File: src/rtl/div_sched.sv
`default_nettype none
// ============================================================================
// Module   : div_sched
// Purpose  : Scheduler for the iterative divide/remainder unit off the E stage.
//            It launches the divider and tracks the one destination register
//            still pending. It raises a decode stall on RAW, WAW and
//            structural hazards, and it arbitrates the register-file write
//            port between the W stage and the divider result. The W stage
//            has priority until the divider result has waited STARVE_LIMIT
//            cycles.
// Options  : define DIV_SCHED_PERF_EN to add the divStallCnt output, a 32-bit
//            count of decode-stall cycles.
// Revision : 1.0 - initial release
// ============================================================================
module div_sched #(
    parameter int STARVE_LIMIT = 4,
    parameter int CNT_W        = $clog2(STARVE_LIMIT + 1)
) (
    input  logic       clk,
    input  logic       rst,
    input  logic       divIssueE,
    input  logic [4:0] rdE,
    input  logic       divD,
    input  logic [4:0] r1AddrD,
    input  logic [4:0] r2AddrD,
    input  logic [4:0] rdD,
    input  logic       regWriteD,
    input  logic       regWriteW,
    input  logic       divDone,
    output logic       divStart,
    output logic       divStallD,
    output logic       divWbEn,
    output logic [4:0] divWbRd,
    output logic       stallWB
`ifdef DIV_SCHED_PERF_EN
    ,
    output logic [31:0] divStallCnt
`endif
);

    localparam logic [1:0]       S_IDLE  = 2'd0;
    localparam logic [1:0]       S_RUN   = 2'd1;
    localparam logic [1:0]       S_WB    = 2'd2;
    localparam logic [CNT_W-1:0] C_LIMIT = CNT_W'(STARVE_LIMIT);

    logic [1:0]       state_q, state_d;
    logic [4:0]       pendRd_q, pendRd_d;
    logic [CNT_W-1:0] starveCnt_q, starveCnt_d;

    // The divider result has lost the write port for the maximum allowed number of cycles.
    logic atLimit;
    assign atLimit = (starveCnt_q == C_LIMIT);

    // State register, pending destination and starvation counter
    always_ff @(posedge clk) begin
        if (rst) begin
            state_q     <= S_IDLE;
            pendRd_q    <= 5'd0;
            starveCnt_q <= '0;
        end else begin
            state_q     <= state_d;
            pendRd_q    <= pendRd_d;
            starveCnt_q <= starveCnt_d;
        end
    end

    // Next-state logic. An issue outside IDLE is ignored because the scoreboard has only one entry.
    always_comb begin
        state_d     = state_q;
        pendRd_d    = pendRd_q;
        starveCnt_d = starveCnt_q;
        case (state_q)
            S_IDLE: begin
                if (divIssueE) begin
                    pendRd_d = rdE;
                    state_d  = S_RUN;
                end
            end
            S_RUN: begin
                if (divDone) begin
                    if (pendRd_q == 5'd0) begin
                        state_d = S_IDLE;
                    end else begin
                        state_d     = S_WB;
                        starveCnt_d = '0;
                    end
                end
            end
            S_WB: begin
                if (!regWriteW || atLimit) begin
                    state_d = S_IDLE;
                end else begin
                    starveCnt_d = starveCnt_q + CNT_W'(1);
                end
            end
            default: state_d = S_IDLE;
        endcase
    end

    // Output logic: launch, hazard stall, and write-port arbitration
    always_comb begin
        logic       pending;
        logic [4:0] effRd;
        pending   = 1'b0;
        effRd     = 5'd0;
        divStart  = 1'b0;
        divWbEn   = 1'b0;
        divWbRd   = 5'd0;
        stallWB   = 1'b0;

        if (state_q == S_IDLE) begin
            divStart = divIssueE;
            pending  = divIssueE;
            effRd    = rdE;
        end else begin
            pending  = 1'b1;
            effRd    = pendRd_q;
        end

        if (state_q == S_WB) begin
            divWbRd = pendRd_q;
            divWbEn = !regWriteW || atLimit;
            stallWB = regWriteW && atLimit;
        end

        // The stall holds through the write cycle, so D reads the updated register file on the following cycle.
        divStallD = (divD && ((state_q != S_IDLE) || divIssueE)) ||
                    (pending && (effRd != 5'd0) &&
                     ((r1AddrD == effRd) || (r2AddrD == effRd) ||
                      (regWriteD && (rdD == effRd))));
    end

`ifdef DIV_SCHED_PERF_EN
    logic [31:0] stallCnt_q;

    // Count decode-stall cycles, wrapping at 2^32
    always_ff @(posedge clk) begin
        if (rst) begin
            stallCnt_q <= 32'd0;
        end else if (divStallD) begin
            stallCnt_q <= stallCnt_q + 32'd1;
        end
    end

    assign divStallCnt = stallCnt_q;
`endif

`ifndef SYNTHESIS
    // Only one divide may be in flight at a time.
    a_no_issue_when_busy: assert property (@(posedge clk) disable iff (rst)
        !(divIssueE && (state_q != S_IDLE)));
`endif

endmodule
`default_nettype wire

File: config.mk
export PLATFORM = sky130hd
export DESIGN_NAME = div_sched
export DESIGN_NICKNAME = d
export VERILOG_FILES = /design/src/rtl/div_sched.sv
export SDC_FILE = /design/constraint.sdc
export NUM_CORES = 1
export LEC_CHECK = 0
export ABC_AREA = 1
export CORE_MARGIN = 5
export CORE_UTILIZATION = 60
export DETAILED_ROUTE_END_ITERATION = 7
export DONT_BUFFER_PORTS = 1
export GPL_TIMING_DRIVEN = 0
export HOLD_SLACK_MARGIN = 0.05
export PLACE_DENSITY = 0.76
export SLEW_MARGIN = 10
export SYNTH_ARGS = -nofsm -noshare
export SYNTH_HDL_FRONTEND = slang
export SYNTH_SLANG_ARGS = --single-unit
File: constraint.sdc
create_clock -name clk -period 1.9 [get_ports clk]
set_input_delay 0.38 -clock clk [delete_from_list [all_inputs] [get_ports clk]]
set_output_delay 0.38 -clock clk [all_outputs]
set_load 0.05 [all_outputs]
==> metrics <==
status finished with violations; failing checks negative setup slack; CP arrival approximately 1.7 ns; area share of the largest cell type after synthesis just over 20%; worst rel slew slack about three fifths; Final Hold Viols 0; Placer Congestion about 0.83; Setup crit start state_q[1]$_SDFFE_PP0P_; Mean Syn Cell Area roughly 6 µm²; Unique masters post-synth 22; Least-Margin Pin Slew ~0.57 ns; met1 Track Usage GR about 23%; Total GRT Usage between 10% and 20%; Synth area leaders dfxtp_1, nand2_1, nand3_1; Most Crowded Layer GR met2; CP Capture Type output port; CTS tree yes; antenna diode count 0; Syn Std Cell Area just under 1000 µm²; setup violators final 2; TritonCTS Buffers 3; final wirelength approximately 2.6 mm; worst setup path class reg -> out; syn nets 192; Placed Cells incl. Taps between 150 and 200; flops & latches, synth 10; Port-buffer cells 0; Util after Layout between 70% and 80%; Crit Reg-Reg Startpoint starveCnt_q[0]$_SDFFE_PP0P_; cts hold-fix bufs 0; DR vias/cell ~5.8; min Tclk post-route between 2 and 2.5 ns; first-pass GRT wire length between 4 and 5 mm; Worst setup SP type flop; Die W roughly 50 µm; fin. max-slew vios 0; Max FO, Critical Path 6; GRT met2 Usage roughly a third; Clock Skews approximately 0.0069 ns; layout cells sized above 1 21.1%; Initial DRC Count slightly above 40; later-pin clock latency in the skew report 0.27 ns; Clock transition at path regs about 0.060 ns; design area between 1000 and 1500 µm²; filler cell count 123; PwrDens a little under 700 nW/µm²; antenna violations before repair 0; Yosys warning count 0; Final Worst Setup Slack -0.171 ns; fmax a little under 500 MHz; GRT met3 Usage 8.28%; final net count roughly 200; initial core utilization approximately 64%; final cell count without fillers roughly 190; Multi-input gate area ~760 µm²; vias in the first global route 972; Final TNS setup -0.324 ns; Residual DRC 0; Syn Inst Count 163; Max-Cap Viols 0; largest net degree at the start of global routing 11; hold_sp rst; H-tree level count 1; GRT overflow 0; sequential cell area fraction in the yosys report 20.4%; Row Count 14; Worst IR Drop VDD about 580 µV; Antenna Nets Post-Route 0; RSZ-0062 raised after global routing true; WL per Instance between 10 and 15 µm; Die Y around 50 µm; P_leak roughly 0.00058 µW; clk root buf clkbuf_4; total core area 1520 µm²; clock sinks 10; clk buf depth 2; CP required 1.52 ns; DP Wirelength roughly 1.9 mm; Area Overhead vs Synth 17.5%; drt first pass iters 4; Reg area around 210 µm²; leading area contributor after synthesis dfxtp_1; # IOs 36; Placed Area about 1000 µm²; DIE AREA approximately 2500 µm²; crit share post-route 109%; min-delay worst type in -> reg; vias between 1000 and 1500; Setup WS pre-CTS -0.0949 ns
## cells in the final DEF (no fill, tap or decap), drive strengths merged
cell type  count
xor2           2
ha             2
a21oi          9
nor3b          2
nor2          19
buf            2
o21ai          7
nand4          1
a211oi         2
nand2         54
dfxtp         10
inv           29
clkbuf         4
nand3b         4
nand3         22
a41oi          1
nor3           1
## sequential cells by signal, indices dropped and copies added (netlist names)
| name | count |
|---|---|
| state_q | 2 |
| pendRd_q | 5 |
| starveCnt_q | 3 |
## synthesized netlist by cell type (all sizes together)
library cell / number
inv: 29
nand3b: 4
ha: 2
nor3: 1
xor2: 2
a211oi: 2
nand2: 53
o21ai: 7
a21oi: 9
nor3b: 2
a41oi: 1
nand4: 1
dfxtp: 10
nor2: 18
nand3: 22
## timing repair
action / CTS / global route
pin swaps: 0 / 4
gates cloned: 0 / 2
hold endpoints to repair: 0 / 0
setup buffers: 0 / 2
resized for setup: 9 / 13
setup endpoints to repair: 8 / 8
## power breakdown
group / internal [µW] / switching [µW] / total [µW]
Clock: 117 / 78.8 / 195
Combinational: 110 / 235 / 345
Sequential: 230 / 20.7 / 250
Total: 456 / 335 / 791
## cell families after synthesis
logic type,after synthesis,synth area share [%]
xor+xnor,2,2.55
flops,10,20.4
simple gates,101,52.9
fa+ha+maj,2,2.55
compound gates,19,10.6
buf+inv,29,11.1
## critical path, stage by stage, from the launching register on
cell	delay (ns)
dfxtp_4	0.38
nor2_4	0.18
buf_4	0.14
nand2_1	0.04
nand3_1	0.07
nand2_1	0.06
nor2_1	0.11
nand3_1	0.08
nand3_1	0.09
nand2_1	0.09
nand2_4	0.17
## metal layers
layer	share of wire (%)	wire [µm]	up-vias
met5	0	0	-
met4	0.39	10	0
met3	9.8	252	2
met2	49	1270	42
met1	40	1040	493
li1	-	-	543
## path summary, 6_finish.rpt
kind	endpoint	slack [ns]	cells past startpoint
hold / removal	state_q[1]$_SDFFE_PP0P_	0.17	1
setup / recovery	divStallD	-0.17	10
setup reg to reg	starveCnt_q[2]$_SDFFE_PP0P_	0.28	8
hold reg to reg	starveCnt_q[0]$_SDFFE_PP0P_	0.49	2
## stage by stage
stage          power (µW)  hold slack [ns]
2_1_floorplan         507            0.449
3_3_place_gp          545            0.452
3_5_place_dp          555            0.453
4_1_cts               758            0.168
5_1_grt               847            0.165
6_report              791            0.170
## cell type report
type                       count  share of cell area, %
sequential                    10                   17.8
inverter                      29                   9.87
multi-input combinational    126                   66.2
clock buffer                   4                   3.15
tap                           16                   1.74
timing repair buffer           2                   1.30
Power figures use the tool's default switching activity.
